<file path="src/rtl/uart_defs_pkg.sv">
// Shared definitions for the 8-byte UART receive path: baud divider macro,
// bit-FSM state encoding and word/byte-counter sizing.
`ifndef UART_DEFS_PKG_SV
`define UART_DEFS_PKG_SV

`define UART_BPS_CNT(clk_freq, bps) ((clk_freq) / (bps))

package uart_defs_pkg;

    localparam int BYTES_PER_WORD = 8;
    localparam int CNT_W          = 4;

    typedef enum logic [1:0] {
        IDLE  = 2'd0,
        START = 2'd1,
        DATA  = 2'd2,
        STOP  = 2'd3
    } rx_state_t;

endpackage

`endif

</file>
<file path="src/rtl/uart_recv.sv">
// Bit-level UART receiver: 2-FF synchronizer, start/data/stop FSM and stop check.
// Emits one byte_valid or one frame_err pulse per received frame.
module uart_recv
    import uart_defs_pkg::*;
#(
    parameter int CLK_FREQ = 100_000_000,
    parameter int UART_BPS = 9600
) (
    input  logic       sys_clk,
    input  logic       sys_rst,
    input  logic       uart_rxd,
    output logic       byte_valid,
    output logic [7:0] byte_data,
    output logic       frame_err,
    output logic       busy
);

    localparam int BPS_CNT = `UART_BPS_CNT(CLK_FREQ, UART_BPS);
    localparam int HALF    = BPS_CNT / 2;
    localparam int CLK_W   = (BPS_CNT > 2) ? $clog2(BPS_CNT) : 1;

    rx_state_t        state, state_nxt;
    logic [CLK_W-1:0] clk_cnt;
    logic [2:0]       bit_cnt;
    logic             rxd_meta, rxd_sync, rxd_prev;
    logic             fall;
    logic             clk_clr, sample_bit, stop_sample;

    // Synchronizer flops reset to the idle-high line level so reset never fakes a start.
    always_ff @(posedge sys_clk) begin
        if (sys_rst) begin
            rxd_meta <= 1'b1;
            rxd_sync <= 1'b1;
            rxd_prev <= 1'b1;
        end else begin
            rxd_meta <= uart_rxd;
            rxd_sync <= rxd_meta;
            rxd_prev <= rxd_sync;
        end
    end

    assign fall = rxd_prev & ~rxd_sync;

    always_ff @(posedge sys_clk) begin
        if (sys_rst) state <= IDLE;
        else         state <= state_nxt;
    end

    // NOTE: every output of this block gets a default first, so no path leaves one unassigned and no latch is inferred.
    always_comb begin
        state_nxt   = state;
        clk_clr     = 1'b0;
        sample_bit  = 1'b0;
        stop_sample = 1'b0;
        case (state)
            IDLE: begin
                if (fall) begin
                    state_nxt = START;
                    clk_clr   = 1'b1;
                end
            end
            START: begin
                if (clk_cnt == CLK_W'(HALF - 1)) begin
                    if (rxd_sync) begin
                        state_nxt = IDLE;
                    end else begin
                        state_nxt = DATA;
                        clk_clr   = 1'b1;
                    end
                end
            end
            DATA: begin
                if (clk_cnt == CLK_W'(BPS_CNT - 1)) begin
                    sample_bit = 1'b1;
                    clk_clr    = 1'b1;
                    if (bit_cnt == 3'd7) state_nxt = STOP;
                end
            end
            STOP: begin
                // Leave at the stop midpoint so a start edge in its second half is caught.
                if (clk_cnt == CLK_W'(BPS_CNT - 1)) begin
                    stop_sample = 1'b1;
                    state_nxt   = IDLE;
                end
            end
            default: state_nxt = IDLE;
        endcase
    end

    // NOTE: sequential state uses non-blocking assignments so every flop samples pre-edge values.
    always_ff @(posedge sys_clk) begin
        if (sys_rst) begin
            clk_cnt    <= '0;
            bit_cnt    <= '0;
            byte_data  <= '0;
            byte_valid <= 1'b0;
            frame_err  <= 1'b0;
        end else begin
            if (clk_clr || state == IDLE) clk_cnt <= '0;
            else                          clk_cnt <= clk_cnt + 1'b1;

            if (state == IDLE)   bit_cnt <= '0;
            else if (sample_bit) bit_cnt <= bit_cnt + 1'b1;

            if (sample_bit) byte_data <= {rxd_sync, byte_data[7:1]};

            byte_valid <= stop_sample &  rxd_sync;
            frame_err  <= stop_sample & ~rxd_sync;
        end
    end

    assign busy = (state != IDLE);

endmodule

</file>
<file path="src/rtl/uart_recv_b8.sv">
// Assembles eight received UART bytes into one 64-bit word (byte 0 in [7:0]).
// Optional inter-byte timeout enabled by defining UART_RX_TIMEOUT_EN.
module uart_recv_b8
    import uart_defs_pkg::*;
#(
    parameter int CLK_FREQ      = 100_000_000,
    parameter int UART_BPS      = 9600,
    parameter int TIMEOUT_BYTES = 4
) (
    input  logic             sys_clk,
    input  logic             sys_rst,
    input  logic             uart_rxd,
    output logic [63:0]      uart_dout,
    output logic             uart_done,
    output logic             rx_busy,
    output logic [CNT_W-1:0] rx_cnt,
    output logic             frame_err,
    output logic             timeout_err
);

    localparam int TIMEOUT_LIMIT = TIMEOUT_BYTES * 10 * `UART_BPS_CNT(CLK_FREQ, UART_BPS);
    localparam logic [CNT_W-1:0] LAST_BYTE = CNT_W'(BYTES_PER_WORD - 1);

    logic        byte_valid;
    logic [7:0]  byte_data;
    logic        bit_busy;
    logic        timeout_hit;
    logic [55:0] shadow;

    uart_recv #(
        .CLK_FREQ (CLK_FREQ),
        .UART_BPS (UART_BPS)
    ) u_rx (
        .sys_clk    (sys_clk),
        .sys_rst    (sys_rst),
        .uart_rxd   (uart_rxd),
        .byte_valid (byte_valid),
        .byte_data  (byte_data),
        .frame_err  (frame_err),
        .busy       (bit_busy)
    );

    // NOTE: the shadow register is reset explicitly because a reset must discard partial bursts.
    always_ff @(posedge sys_clk) begin
        if (sys_rst) begin
            shadow    <= '0;
            rx_cnt    <= '0;
            uart_dout <= '0;
            uart_done <= 1'b0;
        end else begin
            uart_done <= 1'b0;
            if (frame_err || timeout_hit) begin
                rx_cnt <= '0;
                shadow <= '0;
            end else if (byte_valid) begin
                if (rx_cnt == LAST_BYTE) begin
                    uart_dout <= {byte_data, shadow};
                    uart_done <= 1'b1;
                    rx_cnt    <= '0;
                end else begin
                    shadow[{rx_cnt[2:0], 3'b000} +: 8] <= byte_data;
                    rx_cnt <= rx_cnt + CNT_W'(1);
                end
            end
        end
    end

    assign rx_busy = bit_busy || (rx_cnt != '0);

`ifdef UART_RX_TIMEOUT_EN
    localparam int IDLE_W = $clog2(TIMEOUT_LIMIT + 1);

    logic [IDLE_W-1:0] idle_cnt;
    logic              idle_run;

    // Any bit-FSM activity (start edge onward) or a fresh byte restarts the idle window.
    assign idle_run    = (rx_cnt != '0) && !bit_busy && !byte_valid;
    assign timeout_hit = idle_run && (idle_cnt == IDLE_W'(TIMEOUT_LIMIT - 1));

    always_ff @(posedge sys_clk) begin
        if (sys_rst) begin
            idle_cnt    <= '0;
            timeout_err <= 1'b0;
        end else begin
            timeout_err <= timeout_hit;
            if (!idle_run || timeout_hit) idle_cnt <= '0;
            else                          idle_cnt <= idle_cnt + 1'b1;
        end
    end
`else
    logic [31:0] unused_limit;

    assign unused_limit = 32'(TIMEOUT_LIMIT);
    assign timeout_hit  = 1'b0;
    assign timeout_err  = 1'b0;
`endif

endmodule

</file>
<file path="config.mk">
export PLATFORM = sky130hd
export DESIGN_NAME = uart_recv_b8
export DESIGN_NICKNAME = d
export VERILOG_FILES = /design/src/rtl/uart_defs_pkg.sv /design/src/rtl/uart_recv.sv /design/src/rtl/uart_recv_b8.sv
export SDC_FILE = /design/constraint.sdc
export NUM_CORES = 1
export LEC_CHECK = 0
export CORE_AREA = 2 2 129 131
export CTS_BUF_LIST = sky130_fd_sc_hd__clkbuf_2 sky130_fd_sc_hd__clkbuf_4 sky130_fd_sc_hd__clkbuf_8
export DETAILED_ROUTE_END_ITERATION = 6
export DIE_AREA = 0 0 131 133
export HOLD_SLACK_MARGIN = 0.15
export RECOVER_POWER = 25
export SYNTH_ARGS = -nofsm -noshare
export SYNTH_HDL_FRONTEND = slang
export SYNTH_HIERARCHICAL = 1
export SYNTH_SLANG_ARGS = --single-unit
</file>
<file path="constraint.sdc">
create_clock -name sys_clk -period 2.5 [get_ports sys_clk]
set_clock_uncertainty 0.1 [all_clocks]
set_input_delay 0.5 -clock sys_clk [delete_from_list [all_inputs] [get_ports sys_clk]]
set_output_delay 0.5 -clock sys_clk [all_outputs]
set_load 0.05 [all_outputs]
</file>
* Yosys cells after proc, flatten, opt, wreduce, memory -nomap -nowiden
Cells that the tools add are included.
W data, S select, Z words.
** Operators by class
- Add/sub/neg operators :: 4
- Equal/unequal tests :: 12
- Shifts and indexed selects :: 2
- Multiplexer cells :: 17
- Bitwise operators :: 7
- Reduce and logical (&&, ||, !) cells :: 12
** Operators with widths (count)
- $bwmux W56 :: 1
- $shift A8 B8 Y56 const A :: 1
- $shiftx A8 B8 Y56 :: 1
- $add A14 B1 Y14 const B :: 1
- $eq A14 B13 Y1 const B :: 1
- $eq A14 B14 Y1 const B :: 1
- $mux W2 :: 6
- $ne A2 B1 Y1 const B :: 5
- $neg A6 Y8 :: 1
- $pmux W2 S4 :: 1
- $mux W1 :: 7
- $reduce_or A2 Y1 :: 3
- $reduce_and A5 Y1 :: 1
- $add A4 B1 Y4 const B :: 1
- $eq A2 B2 Y1 const B :: 2
- $eq A4 B3 Y1 const B :: 1
- $mux W4 :: 1
- $not A1 Y1 :: 4
- $reduce_bool A4 Y1 :: 1
- $add A3 B1 Y3 const B :: 1
- $and A1 B1 Y1 :: 3
- $eq A3 B3 Y1 const B :: 1
- $pmux W1 S3 :: 1
- $reduce_and A3 Y1 :: 1
- other kinds (6) :: 7
** Storage, ports and cells
- Flip-flop bits (word level) :: 157
- Input bits :: 3
- Output and inout bits :: 72

* Longest topological paths before layout
Gate-level depths: netlist of the first run.
- Word-level depth :: 6
- Gate-level depth with buffers :: 7
- Mapped depth without buffers :: 6

* Hierarchy
The synthesis of the first run kept the hierarchy.
** By module, submodules not included
- uart_recv_b8 :: times used 1, cells an instance 548, area an instance 4909.7 um^2, seq. area each 2502.4 um^2
- uart_recv :: times used 1, cells an instance 144, area an instance 1435.1 um^2, seq. area each 640.6 um^2

* Worst setup path after synthesis of the first run
No wires, ideal clock.
- Path kind :: register to register
- Start :: register rx_cnt[0]
- End :: register shadow[1]
- Arrival time :: 2.276 ns
- Data required time :: 2.268 ns
- Slack :: -0.008 ns
- Stages on the path, launching flop included :: 8
- Buffers on the path :: 1
- Clock period less this slack :: 2.508 ns
- Cell sequence :: dfxtp_1 > inv_1 > ha_1 > ha_1 > or4b_1 > buf_2 > o21ai_1 > a21oi_1
** On the way
- Word-level cells in the longest chain between the ends :: 3
- Elaborated cells on any way between the ends :: 7
- Those cells by class :: add/sub: 1; eq/ne: 1; shift: 2; mux: 1; bitwise: 1; reduce/logical: 1
** RTL lines
- start: declaration :: RTL line uart_recv_b8.sv:16 : output logic [CNT_W-1:0] rx_cnt,
- start signal: assignment :: RTL line uart_recv_b8.sv:62 : rx_cnt <= rx_cnt + CNT_W'(1);
- $neg A6 Y8 / $eq A4 B3 Y1 (equally long branches) :: RTL line uart_recv_b8.sv:61, uart_recv_b8.sv:56
- $shiftx A8 B8 Y56, or another cell as far along :: RTL line uart_recv_b8.sv:61 : shadow[{rx_cnt[2:0], 3'b000} +: 8] <= byte_data;
- $bwmux W56 / $reduce_and A2 Y1 (equally long branches)
- end signal: indexed assignment :: RTL line uart_recv_b8.sv:61
- end: declaration :: RTL line uart_recv_b8.sv:28 : logic [55:0] shadow;
Parallel ways exist; a longest one is shown, timed or not.
A chain may end at the register's enable or synchronous reset.

* Final worst setup path of the first run
- Start :: register u_rx.state[0]
- End :: output port rx_busy
** On the way
- Word-level cells in the longest chain between the ends :: 2
** RTL lines
- start: declaration :: RTL line uart_recv.sv:22 : rx_state_t state, state_nxt;
- start signal: assignment :: RTL line uart_recv.sv:46 : else state <= state_nxt;
- $reduce_bool A2 Y1 :: RTL line uart_recv.sv:112 : assign busy = (state != IDLE);
- named net bit_busy :: RTL line uart_recv_b8.sv:26 : logic bit_busy;
- $logic_or A1 B1 Y1 :: RTL line uart_recv_b8.sv:68 : assign rx_busy = bit_busy || (rx_cnt != '0);
- end: declaration :: RTL line uart_recv_b8.sv:15 : output logic rx_busy,
The timed path passes the listed nets, and every way through them passes these cells.

==> metrics.cfg, run 1 <==
[outcome]
outcome=complete, but fails checks
violations=max-capacitance violations, max-slew violations

[drt]
vias_per_cell=5.192
drt_wl_total_mm=15.34
vias=5073
drt-wirelength-per-cell_um=15.70
first_pass_iters=4
drc=0
final_antenna_net_count=0
drtIter0Drc=182

[global_routing]
top_usage_layer=met2
grt_max_degree=85
met2_usage=0.3014
grt_pass1_vias=5148
grt_usage=0.1838
grt_antenna_before_repair=0
grt_overflow_total=0
globalRouteMet3Util=0.05297
grt.met1_usage=0.2320
grt_first_pass_wirelength_mm=25.30

[worst_setup_path]
crit_path_end_kind=primary output
worstReg2RegStart=u_rx/clk_cnt[0]$_SDFF_PP0_
worst-r2r-cell-count=5
arrival_ns=1.78
reg2reg_slack_ns=0.23
critPathMaxFanout=7
r2r-end=u_rx/byte_data[6]$_SDFFE_PP0P_
crit_path_start_kind=register
path_class=reg2out
required_ns=1.90

[sta]
hold_viol=0
fmaxAchievable_mhz=419.9
fin_crit_sh=0.9527
period_minus_slack_ns=2.382
fin_tns_setup_ns=0
finalSetupViolCount=0
rsz0062_at_grt=no
maxSlewHeadroom=-0.09706
final_max_slew_viol_count=85
tightest_slew_ns=1.646

[min_path]
holdPathEnd=u_rx/rxd_sync$_SDFF_PP1_
hp-start=u_rx/rxd_meta$_SDFF_PP1_
hold_class=reg2reg
min_path_cells=1

[die]
die_height_um=133
rows=47
core_area_um2=16170
die_w_um=131
start_util=0.3923
die-area_um2=17420
boundaryPins=75

[logic_synthesis]
synth_area_um2=6345
synth-edff-count=0
postSynthAreaPerCell_um2=9.169
synth_seq_area_share=0.4954
ys_warn_count=6
synthesis.nets=702
postSynth.asyncResetShare=0
synth_cell_types=56
syn_inst=692
synth_largest_area_cell=dfxtp_1
synth_top_area_frac=0.4954
yosys_most_used_dff=dfxtp_1
synth_area_leaders=dfxtp_1 50%, mux2i_1 9.2%, nand3_1 6.1%
synth_seq_cells=157

[placement]
dp_hpwl_mm=10.50
port_buffers=73
placed_cell_area_um2=7243
place_congestion=0.8665

[final_layout]
area_delta_synth_final_pct=21.71
final_nets=754
fillers=1540
postLayoutCellArea_um2=7722
diodes=0
postLayoutCoreUtil=0.4775
drive_gt1_frac=0.1070

[clock_network]
cts.htree.levels=4
clockBufferDepth=2
hold_buffers=0
cts_root_buffer=clkbuf_8
cts_buffers=17
tritoncts=yes
clk_pin_slew_ns=0.08
clock-sinks=157
insertion_delay_ns=0.45

[run]
cap_violations=1

[pwr]
p_per_area_nw_per_um2=634.6
leakage_nw=2.872
peakVddDrop_mv=0.3543

placed cells by master, fill, tap and decap left out, types with 2 or more instances in the layout:
| master | n |
|---|---|
| dfxtp_1 | 155 |
| nand3_1 | 77 |
| a21oi_1 | 75 |
| nand2_1 | 75 |
| clkdlybuf4s50_1 | 70 |
| o21ai_0 | 66 |
| mux2i_1 | 58 |
| nor2_1 | 29 |
| clkbuf_8 | 19 |
| buf_4 | 10 |
| xnor2_1 | 9 |
| inv_1 | 8 |
| o21ai_1 | 8 |
| nand4_1 | 6 |
| ha_1 | 6 |
| bufinv_16 | 6 |
| nor3_1 | 6 |
| xor2_1 | 5 |
| clkinv_2 | 4 |
| and3b_1 | 3 |
| or2_2 | 3 |
| nand3_2 | 3 |
| nand2b_1 | 2 |
| and4_1 | 2 |
| and3_1 | 2 |
| nand4_2 | 2 |
| nor4b_4 | 2 |
| clkinvlp_4 | 2 |
| buf_12 | 2 |
| clkbuf_2 | 2 |
| and4bb_2 | 2 |
| and3_2 | 2 |
synth_stat cells (all sizes together), types with 5 or more instances:
cell and n:
dfxtp 157, clkbuf 24, a21oi 75, nor2 30, nand4 9, buf 30, xnor2 9, ha 7
xor2 5, nand2 75, mux2i 58, o21ai 74, inv 8, nand3 80, nor3 6
worst max-delay path by stage:
| stage | start | end | slack, ns | depth (start not counted) |
|---|---|---|---|---|
| floorplan | rx_cnt[1]$_SDFFE_PP0P_ | shadow[1]$_SDFFE_PP0P_ | 0.09 | 7 |
| global route | sys_rst | u_rx/state[0]$_SDFFE_PP0P_ | 0.02 | 5 |
| global placement | rx_cnt[1]$_SDFFE_PP0P_ | shadow[4]$_SDFFE_PP0P_ | 0.29 | 6 |
| CTS | rx_cnt[2]$_SDFFE_PP0P_ | rx_cnt[2] | 0.01 | 1 |
| finish | u_rx/state[0]$_SDFFE_PP0P_ | rx_busy | 0.12 | 4 |
| detailed placement | rx_cnt[1]$_SDFFE_PP0P_ | shadow[2]$_SDFFE_PP0P_ | 0.15 | 6 |
per-stage QoR:
stage | instances | hold WS (ns) | setup WS [ns] | power, mW
6_report | 977 | 0.3173 | 0.1182 | 4.900
5_1_grt | 977 | 0.3427 | 0.01761 | 5.068
4_1_cts | 977 | 0.3202 | 0.01220 | 4.952
3_5_place_dp | 945 | 0.3018 | 0.1524 | 2.691
3_3_place_gp | 945 | 0.2926 | 0.2922 | 2.689
2_1_floorplan | 692 | 0.2895 | 0.08904 | 2.665
what timing repair did:
item	4_1_cts	5_1_grt
resized for setup	6	1
setup endpoints to repair	1	1
buffers inserted	0	0
pin swaps	0	0
layout make-up:
| cell class | count | area (µm²) | area share |
|---|---|---|---|
| inverter | 8 | 30.03 | 0.003889 |
| multi-input combinational | 473 | 2927 | 0.3790 |
| sequential | 157 | 3148 | 0.4076 |
| clock buffer | 20 | 269.0 | 0.03483 |
| timing repair buffer | 87 | 858.3 | 0.1111 |
| tap | 220 | 275.3 | 0.03564 |
| clock inverter | 12 | 215.2 | 0.02787 |
registers in the layout (all words and copies together), names as in the netlist, named ones only:
register,count
u_rx/byte_valid,1
u_rx/frame_err,1
u_rx/rxd_prev,1
u_rx/state,1
u_rx/rxd_meta,1
shadow,56
uart_dout,64
u_rx/byte_data,8
rx_cnt,4
u_rx/rxd_sync,1
u_rx/bit_cnt,3
uart_done,1
u_rx/clk_cnt,14
logic make-up after synthesis:
family,Yosys count,share of synthesized area
flops,157,0.4954
simple gates,238,0.2041
compound gates,155,0.1292
buf+inv,62,0.04615
xor+xnor,14,0.01933
mux,58,0.09150
fa+ha+maj,7,0.01380
other cells,1,0.0005910
metal layers:
| metal | wire length, µm | vias to the layer above |
|---|---|---|
| met2 | 7416 | 89 |
| met5 | 0 | - |
| li1 | - | 2518 |
| met4 | 220 | 0 |
| met3 | 597 | 20 |
| met1 | 7101 | 2446 |
power by group:
part | switching (mW) | leakage, nW | total [mW] | internal, mW
registers | 0.0124 | 1.27 | 2.52 | 2.51
clock network | 0.918 | 0.242 | 2.26 | 1.35
logic | 0.0851 | 1.36 | 0.119 | 0.0339
total | 1.02 | 2.87 | 4.90 | 3.88
critical path, cell delays in order, from the launching register on:
cell,delay (ns)
dfxtp_1,0.41
inv_1,0.15
nand2_1,0.10
or4b_4,0.51
buf_8,0.17
(Power assumes the default switching activity.)
==> inputs of run 2 (changes only) <==
--- a/config.mk
+++ b/config.mk
@@ -11,6 +11,7 @@
 export DIE_AREA = 0 0 131 133
 export HOLD_SLACK_MARGIN = 0.15
 export RECOVER_POWER = 25
+export REMOVE_ABC_BUFFERS = 1
 export SYNTH_ARGS = -nofsm -noshare
 export SYNTH_HDL_FRONTEND = slang
 export SYNTH_HIERARCHICAL = 1
==> metrics.cfg, run 2 (synthesis results as in run 1) <==
[sta]
fmaxAchievable_mhz=422.5  ; +0.62%
maxSlewHeadroom=0.3039  ; +0.4010
final_max_slew_viol_count=0  ; -100%
period_minus_slack_ns=2.367  ; -0.01477 ns
setup_slack_ns=0.1330  ; +0.01477 ns
rsz0062_at_grt=no
hold_slack_ns=0.3141  ; -0.003208 ns
finalSetupViolCount=0  ; unchanged
tightest_slew_ns=1.044  ; -0.6015 ns
fin_crit_sh=0.9468  ; -0.005908
hold_viol=0  ; unchanged

[pwr]
peakVddDrop_mv=0.2931  ; -17%
p_per_area_nw_per_um2=593.0  ; -6.6%
leakage_nw=2.829  ; -1.5%

[drt]
first_pass_iters=5  ; +1
drt-wirelength-per-cell_um=15.56  ; -0.86%
drt_wl_total_mm=15.16  ; -1.2%
vias_per_cell=5.231  ; +0.74%
vias=5095  ; +0.43%
drtIter0Drc=292  ; +60%
final_antenna_net_count=0  ; unchanged
drc=0  ; unchanged

[run]
cap_violations=0  ; -1

[placement]
port_buffers=73  ; unchanged
place_congestion=0.8339  ; -3.8%
dp_cells=946  ; +0.11%
dp_hpwl_mm=10.30  ; -1.9%
place_ws_ns=0.2433  ; +0.09084 ns

[worst_setup_path]
critPathMaxFanout=8  ; +1
cp_slowest_stage_delay_ns=0.81  ; +0.30 ns
arrival_ns=1.77  ; about the same
r2r-end=shadow[49]$_SDFFE_PP0P_
worstReg2RegStart=rx_cnt[2]$_SDFFE_PP0P_
worst-r2r-cell-count=5  ; unchanged
path_class=reg2out
reg2reg_slack_ns=0.21  ; -0.02 ns
crit_path_start_kind=register
required_ns=1.90  ; about the same
crit_path_end_kind=primary output
crit_path_top_delay_cell=clkdlybuf4s50_1
worstPathCellList=buf_4 > clkdlybuf4s50_1

[clock_network]
clock-sinks=157  ; unchanged
clockBufferDepth=2  ; unchanged
clk_pin_slew_ns=0.08  ; about the same
cts_buffers=17  ; unchanged
cts.htree.levels=4  ; unchanged
cts_root_buffer=clkbuf_8
insertion_delay_ns=0.45  ; about the same
tritoncts=yes
hold_buffers=0  ; unchanged

[min_path]
hp-start=u_rx/rxd_meta$_SDFF_PP1_
holdPathEnd=u_rx/rxd_sync$_SDFF_PP1_
hold_class=reg2reg
min_path_cells=1  ; unchanged

[die]
die_w_um=131  ; unchanged
rows=47  ; unchanged
die-area_um2=17420  ; unchanged
boundaryPins=75  ; unchanged
die_height_um=133  ; unchanged
start_util=0.3923  ; unchanged
core_area_um2=16170  ; unchanged

[global_routing]
grt_antenna_before_repair=0  ; unchanged
grt_pass1_vias=5085  ; -1.2%
grt_usage=0.1830  ; -0.0008223
grt_first_pass_wirelength_mm=25.27  ; about the same
grt_overflow_total=0  ; unchanged
grt_max_degree=62  ; -27%

[final_layout]
area_delta_synth_final_pct=19.60
diodes=0  ; unchanged
drive_gt1_frac=0.09814  ; -0.008858
final_cells=974  ; -0.31%
regMostFlops=uart_dout
mostFrequentLayoutCell=dfxtp_1
final_nets=755  ; +0.13%
fillers=1545  ; +0.32%
mostFrequentLayoutCells=156 x dfxtp_1, 77 x nand3_1, 75 x a21oi_1, 75 x nand2_1, 69 x clkdlybuf4s50_1
top_regs=uart_dout: 64 flops, shadow: 56 flops, u_rx/clk_cnt: 14 flops
largest_register_ffs=64  ; unchanged

[outcome]
outcome=finished, final reports clean

[run 2: area by class of cell]
cell class,instances,area (µm²),area share
clock buffers,19,255.2,0.03364
clock inverters,9,122.6,0.01616
flip-flops and latches,157,3144,0.4143
inverters,8,30.03,0.003957
repair buffers,88,854.6,0.1126
well taps,220,275.3,0.03627
multi-input cells,473,2907,0.3830
[run 2: metal layers]
metal,vias up,track usage,wire [µm]
met4,0,0.06383,257
met5,-,0,0
met2,124,0.2850,6960
met3,22,0.05014,754
li1,2524,-,-
met1,2425,0.2436,7185
[run 2: worst max-delay path by stage]
| stage | cells after the start | endpoint | slack, ns | start |
|---|---|---|---|---|
| finish | 2 | rx_cnt[0] | 0.13 | rx_cnt[0]$_SDFFE_PP0P_ |
| global route | 6 | uart_dout[49]$_SDFFE_PP0P_ | 0.03 | rx_cnt[0]$_SDFFE_PP0P_ |
| CTS | 4 | rx_busy | 0.005 | rx_cnt[0]$_SDFFE_PP0P_ |
| detailed placement | 5 | shadow[49]$_SDFFE_PP0P_ | 0.24 | rx_cnt[2]$_SDFFE_PP0P_ |
| global placement | 5 | shadow[51]$_SDFFE_PP0P_ | 0.38 | rx_cnt[2]$_SDFFE_PP0P_ |
| floorplan | 3 | uart_dout[0]$_SDFFE_PP0P_ | -0.67 | u_rx/frame_err$_SDFF_PP0_ |
[run 2: where the power goes]
part	switching, mW	total, mW	internal [mW]
logic	0.0834	0.113	0.0301
registers	0.0123	2.52	2.51
clock network	0.874	1.87	0.992
[run 2: worst max-delay path: cells and delay by family, from the launching register on]
family / cells / cell delay, ns
buffers and inverters: 2 / 0.98
flip-flops: 1 / 0.33
[run 2: timing repair]
action                                  CTS  global route
endpoints found under the hold margin     0             0
pin swaps                                 0             0
resized for setup                         3             5
endpoints found under the setup margin    2             2
setup buffers                             0             0
[run 2: through the flow]
step	setup TNS [ns]	utilization	power [mW]	instance area (µm²)
2_1_floorplan	-65.32	-	2.636	6082
3_3_place_gp	0	0.4475	2.687	7237
3_5_place_dp	0	0.4475	2.690	7237
4_1_cts	0	0.4711	4.559	7619
5_1_grt	0	0.4692	4.678	7589
6_report	0	0.4692	4.500	7589
==> inputs of run 3 (changes only) <==
--- a/config.mk
+++ b/config.mk
@@ -9,9 +9,11 @@
 export CTS_BUF_LIST = sky130_fd_sc_hd__clkbuf_2 sky130_fd_sc_hd__clkbuf_4 sky130_fd_sc_hd__clkbuf_8
 export DETAILED_ROUTE_END_ITERATION = 6
 export DIE_AREA = 0 0 131 133
+export DONT_BUFFER_PORTS = 1
 export HOLD_SLACK_MARGIN = 0.15
 export RECOVER_POWER = 25
 export REMOVE_ABC_BUFFERS = 1
+export SKIP_LAST_GASP = 1
 export SYNTH_ARGS = -nofsm -noshare
 export SYNTH_HDL_FRONTEND = slang
 export SYNTH_HIERARCHICAL = 1
==> metrics.cfg, run 3 (synthesis results as in run 1) <==
[outcome]
outcome=complete, but fails checks
violations=max-capacitance violations, max-slew violations

[min_path]
hp-start=sys_rst
hold_class=in2reg

[placement]
dp_cells=876  ; -7.4%
placed_cell_area_um2=6549  ; -9.5%
port_buffers=0  ; -100%
place_ws_ns=0.2918  ; +0.04856 ns
place_congestion=0.7923  ; -5.0%
dp_hpwl_mm=10.18  ; -1.2%

[drt]
drt-wirelength-per-cell_um=16.51  ; +6.1%
m1WireLength_mm=6.703  ; -6.7%
final_antenna_net_count=0  ; unchanged
first_pass_iters=5  ; unchanged
drtIter0Drc=275  ; -5.8%
wl_met2_mm=7.121  ; +2.3%
top_layer_used=met4
drt_wl_total_mm=15.02  ; -0.89%
drc=0  ; unchanged
wl_met3_mm=1.008  ; +34%
vias_per_cell=5.358  ; +2.4%
vias=4876  ; -4.3%

[worst_setup_path]
worstReg2RegStart=rx_cnt[0]$_SDFFE_PP0P_
worstSetupStartpoint=u_rx/state[0]$_SDFFE_PP0P_
critPathMaxFanout=7  ; -1
required_ns=1.90  ; about the same
crit_path_end_kind=primary output
crit_path_top_delay_cell=or4b_4
worstPathCellList=inv_1 > nand2_1 > or4b_4
crit_family=simple AND/OR/NAND/NOR gates
path_buf_inv=1  ; -1
cp_slowest_stage_delay_ns=0.62  ; -0.19 ns
path_class=reg2out
crit_path_start_kind=register
arrival_ns=1.73  ; -0.04 ns

[final_layout]
mostFrequentLayoutCells=157 x dfxtp_1, 77 x nand3_1, 75 x a21oi_1, 75 x nand2_1, 66 x o21ai_0
seq_area_um2=3143  ; about the same
largest_register_ffs=64  ; unchanged
diodes=0  ; unchanged
area_delta_synth_final_pct=9.446
postLayoutCellArea_um2=6944  ; -8.5%
fillers=1585  ; +2.6%
final_cells=910  ; -6.6%
drive_gt1_frac=0.1174  ; +0.01925
final_nets=687  ; -9.0%
mostFrequentLayoutCell=dfxtp_1
multi_input_area_um2=2923  ; +0.56%
top_regs=uart_dout: 64 flops, shadow: 56 flops, u_rx/clk_cnt: 14 flops
postLayoutCoreUtil=0.4294  ; -0.03985
regMostFlops=uart_dout

[die]
rows=47  ; unchanged
die_w_um=131  ; unchanged
core_area_um2=16170  ; unchanged
start_util=0.3923  ; unchanged
boundaryPins=75  ; unchanged
die-area_um2=17420  ; unchanged
die_height_um=133  ; unchanged

[sta]
rsz0062_at_grt=no
final_max_slew_viol_count=81  ; +81
finalSetupViolCount=0  ; unchanged
hold_viol=0  ; unchanged
setup_slack_ns=0.1709  ; +0.03794 ns
fin_crit_sh=0.9316  ; -0.01518
period_minus_slack_ns=2.329  ; -0.03794 ns
tightest_slew_ns=1.580  ; +0.5362 ns
fmaxAchievable_mhz=429.4  ; +1.6%
maxSlewHeadroom=-0.05354  ; -0.3575

[global_routing]
grt_overflow_total=0  ; unchanged
grt_first_pass_wirelength_mm=24.77  ; -2.0%
grt_usage=0.1792  ; -0.003806
grt_antenna_before_repair=0  ; unchanged
grt_pass1_vias=4843  ; -4.8%
grt_max_degree=81  ; +31%

[clock_network]
post_cts_buffers=0  ; unchanged
cts_buffers=17  ; unchanged
cts_root_buffer=clkbuf_8
clockBufferDepth=2  ; unchanged
clock-sinks=157  ; unchanged
insertion_delay_ns=0.46  ; about the same
cts.htree.levels=4  ; unchanged
tritoncts=yes
clk_pin_slew_ns=0.08  ; about the same

[pwr]
p_per_area_nw_per_um2=643.5  ; +8.5%
leakage_nw=2.591  ; -8.4%
peakVddDrop_mv=0.3133  ; +6.9%

[run]
cap_violations=1  ; +1

## run 3: cell types whose count changed in the layout (fill, tap and decap cells not counted), sizes merged
cell           previous run  this run
clkbuf                   23        20
inv                       8        13
dlygate4sd2               1         0
bufinv                    3         1
dlymetal6s2s              1         0
clkinv                    5         4
buf                      13        18
dlygate4sd3               0         1
clkinvlp                  1         3
clkdlybuf4s50            69         0
## run 3: stage by stage
stage / total power, mW / hold slack [ns] / TNS, ns
floorplan: 2.636 / 0.2895 / -65.32
global placement: 2.657 / 0.2913 / 0
detailed placement: 2.658 / 0.2983 / 0
CTS: 4.519 / 0.1755 / 0
global route: 4.639 / 0.1945 / 0
finish: 4.469 / 0.2152 / 0
## run 3: routing by layer
layer | vias up | track usage
met5 | - | 0
met4 | 0 | 0.04610
met3 | 16 | 0.06672
met2 | 96 | 0.2864
met1 | 2359 | 0.2279
li1 | 2405 | -
## run 3: final timing paths
| path | endpoint | slack, ns | cells past startpoint |
|---|---|---|---|
| hold / removal | u_rx/frame_err$_SDFF_PP0_ | 0.22 | 3 |
| setup reg to reg | shadow[49]$_SDFFE_PP0P_ | 0.30 | 6 |
| setup / recovery | rx_busy | 0.17 | 3 |
| hold reg to reg | u_rx/rxd_sync$_SDFF_PP1_ | 0.32 | 1 |
## run 3: repair_timing
item                                    4_1_cts  5_1_grt
hold buffers                                  2        0
resized for setup                             1        0
endpoints found under the hold margin        80        0
endpoints found under the setup margin        1        0
## run 3: worst reg2reg max path, cell delays in order (launching register included)
cell     delay, ns
dfxtp_1       0.34
inv_1         0.06
ha_1          0.23
ha_1          0.38
and3b_1       0.28
and4_1        0.51
mux2i_1       0.24
## run 3: area by class of cell
class / instances / share of cell area
multi-input cells: 473 / 0.4209
clock buffers: 19 / 0.03676
repair buffers: 20 / 0.02703
flip-flops and latches: 157 / 0.4526
well taps: 220 / 0.03964
clock inverters: 13 / 0.01874
inverters: 8 / 0.004324
## run 3: where the power goes
group          switching [mW]  leakage (nW)  internal, mW  total [mW]
clock network            1.00         0.189         0.845        1.85
logic                  0.0817          1.14        0.0233       0.105
registers              0.0124          1.26          2.51        2.52
total                    1.09          2.59          3.37        4.47
